==> src/rtl/multisim_pull_arbiter.sv <==
// -----------------------------------------------------------------------------
// multisim_pull_arbiter
//
// Round-robin arbiter that connects one upstream pull server to N_REQ
// downstream requesters over a shared data bus. A single requester owns
// the bus at a time, for up to MAX_BURST transfers.
//
// The grant ends when its burst completes or when the grantee drops its
// request. Every release is followed by exactly one IDLE cycle before the
// next grant. A word that is valid but has not been accepted when the grant
// ends stays with the upstream and goes to the next grantee. No word is
// lost or delivered twice.
//
// Ports
//   clk, rst_n           clock; asynchronous active-low reset
//   up_data_vld/up_data  word offered by the pull server
//   up_data_rdy          ready to the pull server (dn_data_rdy of the grantee)
//   req[N_REQ]           level-sensitive requests
//   gnt[N_REQ]           registered one-hot grant
//   dn_data_vld[N_REQ]   per-requester valid (only the grantee sees vld)
//   dn_data              shared data bus (= up_data)
//   dn_data_rdy[N_REQ]   per-requester ready
//   busy                 high while a grant is held
//   xfer_cnt             (MULTISIM_PULL_ARBITER_STATS_EN only) 32-bit
//                        transfer counter per requester, slice [32*i +: 32]
//
// Optional feature macro: MULTISIM_PULL_ARBITER_STATS_EN
// -----------------------------------------------------------------------------
module multisim_pull_arbiter #(
  parameter int N_REQ      = 4,
  parameter int DATA_WIDTH = 64,
  parameter int MAX_BURST  = 8
) (
  input  logic                  clk,
  input  logic                  rst_n,
  input  logic                  up_data_vld,
  input  logic [DATA_WIDTH-1:0] up_data,
  output logic                  up_data_rdy,
  input  logic [N_REQ-1:0]      req,
  output logic [N_REQ-1:0]      gnt,
  output logic [N_REQ-1:0]      dn_data_vld,
  output logic [DATA_WIDTH-1:0] dn_data,
  input  logic [N_REQ-1:0]      dn_data_rdy,
  output logic                  busy
`ifdef MULTISIM_PULL_ARBITER_STATS_EN
  ,
  output logic [N_REQ*32-1:0]   xfer_cnt
`endif
);

  localparam int IDX_W = $clog2(N_REQ);

  typedef enum logic {IDLE, GRANT} state_t;

  state_t           state;
  logic [IDX_W-1:0] last_idx;
  logic [7:0]       burst_cnt;

  // Round-robin pick: scan offsets 1..N_REQ from last_idx. The first set
  // bit found wins. Offset N_REQ wraps back to last_idx itself, so the
  // previous winner is chosen again only when nobody else is requesting.
  logic             found;
  logic [IDX_W-1:0] win_idx;
  logic [IDX_W:0]   cand;

  always_comb begin
    found   = 1'b0;
    win_idx = last_idx;
    cand    = '0;
    for (int k = 1; k <= N_REQ; k++) begin
      cand = (IDX_W+1)'((int'(last_idx) + k) % N_REQ);
      if (!found && req[cand[IDX_W-1:0]]) begin
        found   = 1'b1;
        win_idx = cand[IDX_W-1:0];
      end
    end
  end

  // gnt is zero outside GRANT. Because of that, the data-path muxes below
  // need no separate state qualification.
  assign busy        = (state == GRANT);
  assign dn_data     = up_data;
  assign dn_data_vld = gnt & {N_REQ{up_data_vld}};
  assign up_data_rdy = |(gnt & dn_data_rdy);

  logic xfer, req_g, burst_done, rel;

  assign xfer       = busy & up_data_vld & up_data_rdy;
  assign req_g      = |(req & gnt);
  assign burst_done = xfer && (burst_cnt == 8'(MAX_BURST - 1));
  // Burst end and request drop on the same cycle collapse into one release.
  assign rel        = busy && (burst_done || !req_g);

  always_ff @(posedge clk or negedge rst_n) begin
    if (!rst_n) begin
      state     <= IDLE;
      gnt       <= '0;
      burst_cnt <= '0;
      last_idx  <= IDX_W'(N_REQ - 1);
    end else begin
      case (state)
        IDLE: begin
          burst_cnt <= '0;
          if (found) begin
            gnt      <= N_REQ'(1) << win_idx;
            last_idx <= win_idx;
            state    <= GRANT;
          end else begin
            gnt <= '0;
          end
        end
        GRANT: begin
          if (rel) begin
            state     <= IDLE;
            gnt       <= '0;
            burst_cnt <= '0;
          end else if (xfer) begin
            // This branch is never reached with burst_cnt at MAX_BURST-1,
            // so the 8-bit counter cannot wrap within a grant.
            burst_cnt <= burst_cnt + 8'd1;
          end
        end
        default: begin
          state <= IDLE;
          gnt   <= '0;
        end
      endcase
    end
  end

`ifdef MULTISIM_PULL_ARBITER_STATS_EN
  logic [31:0] cnt [N_REQ];

  for (genvar i = 0; i < N_REQ; i++) begin : g_stats
    always_ff @(posedge clk or negedge rst_n) begin
      if (!rst_n)                cnt[i] <= '0;
      else if (xfer && gnt[i])   cnt[i] <= cnt[i] + 32'd1;
    end
    assign xfer_cnt[32*i +: 32] = cnt[i];
  end
`endif

endmodule
==> config.mk <==
export PLATFORM = sky130hd
export DESIGN_NAME = multisim_pull_arbiter
export DESIGN_NICKNAME = d
export VERILOG_FILES = /design/src/rtl/multisim_pull_arbiter.sv
export SDC_FILE = /design/constraint.sdc
export NUM_CORES = 1
export LEC_CHECK = 0
export ABC_AREA = 1
export CORE_AREA = 5 5 76 78
export CTS_BUF_LIST = sky130_fd_sc_hd__clkbuf_4 sky130_fd_sc_hd__clkbuf_8 sky130_fd_sc_hd__clkbuf_16
export CTS_CLUSTER_DIAMETER = 50
export CTS_CLUSTER_SIZE = 30
export DETAILED_ROUTE_END_ITERATION = 10
export DIE_AREA = 0 0 81 83
export PLACE_DENSITY_LB_ADDON = 0.15
export SKIP_CTS_REPAIR_TIMING = 1
export SLEW_MARGIN = 20
export SYNTH_ARGS = -nofsm -noshare
export SYNTH_HDL_FRONTEND = slang
export SYNTH_SLANG_ARGS = --single-unit
==> constraint.sdc <==
create_clock -name clk -period 3.56 [get_ports clk]
set_input_delay 0.356 -clock clk [delete_from_list [all_inputs] [get_ports clk]]
set_output_delay 0.356 -clock clk [all_outputs]
set_load 0.05 [all_outputs]
Word-level counts from Yosys, hierarchy flattened

Index checks and enable logic that the tools add are counted.
Widths: inputs -> output; s select.

Register bits after elaboration: 15
Latch bits: 0
Memory bits (writable): 0
Bits in read-only memories: 0
Input bits: 75
Output and inout bits: 74
Word-level logic and storage cells: 61
Memories: 0

$add $sub $neg: 5
Multiply operators: 0
Div/mod/pow operators: 0
Order comparisons: 4
Equality and inequality tests: 3
Shifts and indexed selects: 1
Muxes and demuxes: 25
Bitwise operators: 6
Reduce and logical (&&, ||, !) cells: 13

Operators with widths:

| operator            | number |
|---|---|
| $mux 8              | 2 |
| $pmux 8 s2          | 1 |
| $and 4x4->4         | 3 |
| $lt 2x3->1 const B  | 4 |
| $mux 1              | 10 |
| $add 8x1->8 const B | 1 |
| $bmux 1 s2          | 4 |
| $eq 8x3->1 const B  | 1 |
| $mux 2              | 4 |
| $mux 4              | 2 |
| $pmux 4 s2          | 1 |
| $reduce_or 4->1     | 2 |
| $logic_and 1x1->1   | 5 |
| $add 2x1->2 const B | 2 |
| $add 2x2->2 const B | 2 |
| $logic_not 1->1     | 4 |
| $shl 1x2->4 const A | 1 |
| $ne 3x1->1 const B  | 1 |
| $and 1x1->1         | 2 |
| $ne 2x1->1 const B  | 1 |
| $pmux 1 s2          | 1 |
| $reduce_and 2->1    | 1 |
| $logic_or 1x1->1    | 1 |
| $not 1->1           | 1 |

Logic depth before layout (Yosys ltp)

Gate-level depths: netlist of the first run.

Depth in word-level cells: 16
Mapped depth: 12
Depth with buffers taken out: 12

Worst setup path after synthesis of the first run

Ideal clock, no wire load.

Path kind: reg-to-reg
Start point: register gnt[3]
End point: register burst_cnt[1]
Library setup time: 73 ps
Arrival time: 2,130 ps
Data required time: 3,487 ps
Slack: 1,357 ps
Stages on the path, launching flop included: 10
Path buffers: 0
Clock period less this slack: 2,203 ps
Cells stage by stage: dfrtp_1 > nand2_1 > nand4_1 > nand2_2 > inv_2 > nand2_1 > nand2_1 > nor2_4 > inv_2 > a21oi_2

Cells in the longest elaborated chain, start to end: 8
Elaborated cells on any way between the ends: 12
Classes of those cells: 1 x eq/ne; 2 x mux; 3 x bitwise; 6 x reduce/logical

RTL lines:

| what                     | RTL line | RTL |
|---|---|---|
| start: declaration       | 40       | `output logic [N_REQ-1:0] gnt,` |
| start signal: assignment | 105      | `gnt <= N_REQ'(1) << win_idx;` |
| $and 4x4->4 (*)          | 84       | `assign up_data_rdy = \|(gnt & dn_data_rdy);` |
| $reduce_or 4->1 (*)      | 84       |  |
| net up_data_rdy          | 38       | `output logic up_data_rdy,` |
| $and 1x1->1 (*)          | 88       | `assign xfer = busy & up_data_vld & up_data_rdy;` |
| $logic_and 1x1->1        | 90       | `assign burst_done = xfer && (burst_cnt == 8'(MAX_BURST - 1));` |
| $logic_or 1x1->1         | 92       | `assign rel = busy && (burst_done \|\| !req_g);` |
| $logic_and 1x1->1        | 92       |  |
| $mux 8                   | 113      | `if (rel) begin` |
| $pmux 8 s2               | 101      | `case (state)` |
| end signal: assignment   | 120      | `burst_cnt <= burst_cnt + 8'd1;` |
| end: declaration         | 57       | `logic [7:0] burst_cnt;` |

The timed path passes the listed nets; every way through them passes the cells marked *.
A chain may end at the register's enable or synchronous reset.

Worst setup path in the final report of the first run

Start point: input dn_data_rdy[3]
End point: output up_data_rdy

Cells in the longest elaborated chain, start to end: 2

RTL lines:

| what               | RTL line | RTL |
|---|---|---|
| start: declaration | 43       | `input logic [N_REQ-1:0] dn_data_rdy,` |
| $and 4x4->4        | 84       |  |
| $reduce_or 4->1    | 84       |  |
| end: declaration   | 38       |  |

Every way passes these cells.

==> impl_results.md, run 1 <==
- Most frequent CP cell: clkdlybuf4s50_1
- All-Layer GR Usage: 11.5%
- Chip height: approximately 83 um
- CTS tree: yes
- Final hold violations: 0
- Root buf cell: clkbuf_8
- Fin. max-slew vios: 0
- Worst vdd ir: approximately 0.18 mV
- Num CTS Buffers: 3
- Gpl congestion: ~0.85
- Outcome: complete, no violations
- Layout cells sized above 1: about a fifth
- Main flop type after synthesis: dfrtp_1
- Worst-margin pin slew: between 0.7 and 0.8 ns
- # DRC: 0
- Worst path top cell family by delay: buffers and inverters
- Shortest period the worst path allows: approximately 2.2 ns
- Sink Count: 15
- Mapped Cells: about 240
- CP max stage cell: clkdlybuf4s50_1
- Largest net degree at the start of global routing: 16
- Post-synthesis cell area: around 1700 um^2
- Hold path cells: 2
- Slew margin rel.: 51.5%
- Initial DRT Pass Iterations: 4
- Cell-internal power: 0.575 mW
- Area occupied by multi-input gates: between 700 and 800 um^2
- CP bufs+invs: 2
- Net count after synthesis: between 300 and 400
- Layout Nets: between 200 and 300
- Number of synthesized register bits: 15
- WL final: 3840 um
- Reg2reg start: last_idx[0]
- CTS max path bufs: 2
- Vias/cell: ~4.3
- CP Launch Type: input port
- Reg2Reg Setup Slack: approximately 1.8 ns
- DP HPWL: approximately 3200 um
- Synth top area share: around 28%
- Max Cap Violations: 0
- Fill cells: ~560
- Die Footprint: slightly below 7000 um^2
- Post-synthesis average cell area: approximately 7.0 um^2
- Worst EP required: between 3 and 4 ns
- Switching Share: between 50% and 60%
- Depth of the CTS H-tree: 1
- First-pass GRT wire length: ~6100 um
- Pwr Density: around 820 nW/um^2
- Area Overhead vs Synth: -9.16%
- Setup TNS: 0 ns
- Max incr delay on CP: around 0.83 ns
- Vias: 1183
- Yosys warnings: 0
- Antenna Violating Nets Remaining: 0
- Worst Path Arrival: around 1.9 ns
- Setup Viol. Count Final: 0
- Layout Skew: approximately 0.0015 ns
- R2R Path End: gnt[3]
- Switch Pwr: approximately 0.69 mW
- Clock power share: a little under an eighth
- Ports: ~150
- Register area: approximately 380 um^2
- CTS clk-pin slew, worst paths: roughly 0.060 ns
- Initial antenna violation count: 0
- Die Wd: around 81 um
- Num rows: 26
- Final period util: roughly 62%
- WHS: between 0.5 and 0.6 ns
- Flop pwr share: between 20% and 30%
- CP Capture Type: output pin
- Number of synthesized flops with an enable pin: 0
- Cell variety after synth: 25
- Seq/Total Area, Yosys: 22.3%
- Comb pwr share: around two thirds
- Yosys top cell by area: buf_4
- RSZ-0062 raised after global routing: no
- Synth top area cells: buf_4 (28%), dfrtp_1 (19%), nand2_1 (17%)
- LEAKAGE: between 0.7 and 0.8 nW
- Maximum clock rate: 453 MHz
- Buffers added on ports: 20
- Hold Path Class: reg -> reg
- R2R depth: 11
- Crit-path cells: clkdlybuf4s50_1 -> nand2_1 -> nand4_1 -> clkdlybuf4s50_1
- Ys async rst share: 100%
- Initial DRC Count: 52
- Critical path class: in -> out
- CORE AREA: 5010 um^2
- N_diodes: 0
- Starting density of the core: ~34%
- Max Fanout on Critical Path: 2
- Number of global-route vias before repair: around 1200
- Grt total ovfl: 0
- Hold_sp: last_idx[1]
- Clock Latency Late Sink: ~0.25 ns
- Hold worst-path end: last_idx[1]
- WL/cell: 14.1 um
-- cells in the mapped netlist, types with 2 or more instances --
| library cell | number |
|---|---|
| buf_4 | 64 |
| dfrtp_1 | 13 |
| dfstp_2 | 2 |
| inv_1 | 15 |
| inv_2 | 6 |
| nand2_1 | 75 |
| nand2_2 | 10 |
| nand2_4 | 9 |
| nand3_1 | 12 |
| nand4_1 | 5 |
| nor2_1 | 9 |
| nor2_2 | 3 |
| nor2_4 | 3 |
| nor3_1 | 2 |
| o21ai_0 | 4 |
| xor2_1 | 2 |
-- cell families (layout without fill, tap and decap cells) --
group | count (synthesis) | after routing | share of synthesized area (%)
simple gates | 131 | 131 | 39.6
flops | 15 | 15 | 22.3
compound gates | 7 | 7 | 2.29
fa+ha+maj | 1 | 1 | 0.738
xor+xnor | 2 | 2 | 1.03
buf+inv | 87 | 46 | 34.0
-- stage by stage --
step           total power [mW]  worst slack [ns]  area, um^2  utilization [%]  std cells
2_1_floorplan              1.14              1.36        1690                -        243
3_3_place_gp               1.13              1.33        1490             29.7        268
3_5_place_dp               1.13              1.34        1490             29.7        268
4_1_cts                    1.28              1.32        1540             30.7        272
5_1_grt                    1.37              1.24        1540             30.7        272
6_report                   1.26              1.35        1540             30.7        272
-- final cells by class --
type | instances | share of cell area, %
repair buffers | 20 | 13.0
multi-input cells | 141 | 48.0
clock buffers | 4 | 3.17
well taps | 70 | 5.69
inverters | 22 | 5.53
flip-flops and latches | 15 | 24.6
-- sequential cells by signal (all words and copies together) (netlist names) --
name       count
last_idx       2
gnt            4
busy           1
burst_cnt      8
-- worst max-delay path by stage --
stage,cells after the start,to,startpoint
floorplan,9,burst_cnt[1],gnt[3]
global placement,4,up_data_rdy,dn_data_rdy[3]
detailed placement,4,up_data_rdy,dn_data_rdy[3]
CTS,4,up_data_rdy,dn_data_rdy[3]
global route,4,dn_data_vld[1],up_data_vld
finish,4,up_data_rdy,dn_data_rdy[3]
-- power by group through the flow --
stage / clock, mW / combinational [mW] / sequential (mW)
after floorplan: 0 / 0.839 / 0.302
after global placement: 0 / 0.856 / 0.278
after detailed placement: 0 / 0.853 / 0.275
after CTS: 0.152 / 0.855 / 0.273
after global routing: 0.161 / 0.933 / 0.281
final: 0.148 / 0.842 / 0.272
-- cells in the final DEF (no fill, tap or decap), drive strengths merged --
| cell type | count |
|---|---|
| clkbuf | 4 |
| nand4 | 5 |
| nor2 | 15 |
| dfrtp | 13 |
| nand3 | 14 |
| a21oi | 2 |
| dfstp | 2 |
| nor3 | 3 |
| ha | 1 |
| o21ai | 5 |
| inv | 22 |
| xor2 | 2 |
| nand2 | 94 |
| clkdlybuf4s50 | 20 |
-- metal layers --
layer / part of all wire (%) / GRT usage, % / vias up / routed length (um)
met4: 3.1 / 4.45 / 0 / 121
li1: - / - / 600 / -
met2: 48 / 20.1 / 51 / 1840
met1: 35 / 12.3 / 510 / 1350
met5: 0 / 0 / - / 0
met3: 14 / 4.44 / 22 / 531
-- tightest hold or removal path, stage by stage, from the launching register on --
cell,delay (ns)
dfstp_2,0.41
nand2_1,0.07
nand2_1,0.05
(Power assumes the default switching activity.)
==> run 2: changes to the inputs <==
- CORE_AREA: 5 5 76 78 -> 5 5 83 85
- DIE_AREA: 0 0 81 83 -> 0 0 88 90
- clock period: 3.56 -> 1.8 ns (I/O delays scaled with it)
==> run 2 against run 1 <==
  * Die area up 18%
  * First-iteration DRC count is 52% lower
  * Register-to-register slack got worse by 1.6 ns
  * Sequential power rose by 92%
  * Critical path depth is 3 lower
  * Wire length is 8.9% lower
  * Combinational power grew 110%
  * Global-route usage fell by 2.5 points
  * Design area up 7.2%
  * Setup slack worse by 1.2 ns
  * Core utilization down 3.8 points
  * Sequential cell count stayed put
  * Critical endpoint is now gnt[1]
==> impl_results.md, run 2 (synthesized netlist as in run 1, its figures left out) <==
- CP max stage cell: clkdlybuf4s50_1
- CTS max path bufs: 2
- LEAKAGE: 0.790 nW
- Area occupied by multi-input gates: roughly 750 um^2
- Starting density of the core: around 28%
- CORE AREA: about 6100 um^2
- Finished Layout Cells: 284
- Placed Area: roughly 1600 um^2
- Area Overhead vs Synth: -2.66%
- Initial DRT Pass Iterations: 4
- First-pass GRT wire length: 5760 um
- CP Launch Type: register
- Layout Utilization: 26.9%
- Max Fanout on Critical Path: 5
- CTS clk-pin slew, worst paths: around 0.060 ns
- Most frequent cells in the layout: nand2_1 (72), inv_1 (15), clkdlybuf4s50_1 (14), nand2_2 (13), nand3_1 (12)
- Chip height: approximately 90 um
- RSZ-0062 raised after global routing: no
- Grt total ovfl: 0
- Pwr Density: approximately 1600 nW/um^2
- Final hold violations: 0
- Clock Latency Late Sink: 0.25 ns
- Commonest non-fill, non-tap cell in the layout: nand2_1
- CTS tree: yes
- Shortest period the worst path allows: roughly 1.7 ns
- Antenna Violating Nets Remaining: 0
- CP Capture Type: output pin
- Layout Nets: 284
- Depth of the CTS H-tree: 1
- Fill cells: about 680
- Number of global-route vias before repair: between 1000 and 1500
- # DRC: 0
- Worst Path Arrival: roughly 1.5 ns
- Max reg flops: 8
- DP HPWL: around 2900 um
- Worst-margin pin slew: 0.497 ns
- Sink Count: 15
- Worst vdd ir: between 0.4 and 0.5 mV
- Maximum clock rate: 600 MHz
- CP bufs+invs: 1
- Critical path class: reg -> out
- Hold Path Class: in -> async
- Setup TNS: 0 ns
- Initial antenna violation count: 0
- Post-route cell area: between 1500 and 2000 um^2
- Largest regs: burst_cnt: 8 flops, gnt: 4 flops, last_idx: 2 flops
- Worst path top cell family by delay: buffers and inverters
- Final period util: 92.6%
- Max incr delay on CP: roughly 0.82 ns
- Num rows: 29
- Largest net degree at the start of global routing: 10
- Slew margin rel.: roughly two thirds
- Die Footprint: 7920 um^2
- Setup Viol. Count Final: 0
- Fin worst setup slack: 0.133 ns
- Num CTS Buffers: 3
- Layout Skew: 0.00479 ns
- WL final: approximately 3500 um
- Vias: approximately 1200
- Biggest register: burst_cnt
- Register area: approximately 380 um^2
- WL/cell: about 12 um
- Layout cells sized above 1: between 20% and 30%
- Die Wd: between 80 and 90 um
- Max Cap Violations: 0
- Pre-CTS WS: 0.115 ns
- Outcome: complete, no violations
- Vias/cell: between 4 and 5
- Fin. max-slew vios: 0
- Root buf cell: clkbuf_8
- Crit-path cells: clkdlybuf4s50_1
- Buffers added on ports: 20
- Worst EP required: 1.62 ns
- Gpl congestion: between 0.7 and 0.8
- Placed cell count: between 200 and 300
- Ports: around 150
- All-Layer GR Usage: roughly 9%
- Initial DRC Count: 25
- N_diodes: 0
-- run 2: worst paths after layout --
| kind | startpoint | end | slack (ns) | depth (start not counted) |
|---|---|---|---|---|
| max | gnt[1] | gnt[1] | 0.13 | 1 |
| min | rst_n | gnt[0] | 0.24 | 1 |
| max reg2reg | last_idx[0] | gnt[3] | 0.15 | 11 |
| min reg2reg | last_idx[1] | last_idx[1] | 0.53 | 2 |
| max in group asynchronous | rst_n | last_idx[0] | 1.03 | 2 |
| min in group clk | up_data[10] | dn_data[10] | 0.36 | 0 |
-- run 2: power by group --
part	leakage (nW)	switching, mW	internal, mW
registers	0.192	0.0962	0.426
clock network	0.0262	0.120	0.172
logic	0.571	1.17	0.643
total	0.790	1.38	1.24
-- run 2: layer usage --
metal	global-route usage [%]	wire length [um]
met3	1.10	245
met5	0	0
met1	10.2	1420
met2	14.6	1600
met4	7.42	231
-- run 2: stage by stage --
stage          hold WS, ns  power (mW)
4_1_cts              0.256        2.65
2_1_floorplan       -0.116        2.27
6_report             0.236        2.62
3_3_place_gp         0.360        2.37
5_1_grt              0.278        2.89
3_5_place_dp         0.360        2.35
-- run 2: area by class of cell --
| cell class | count | area share, % |
|---|---|---|
| sequential | 15 | 23.2 |
| inverter | 22 | 5.16 |
| timing repair buffer | 25 | 17.3 |
| clock buffer | 4 | 2.96 |
| multi-input combinational | 141 | 45.5 |
| tap | 77 | 5.84 |
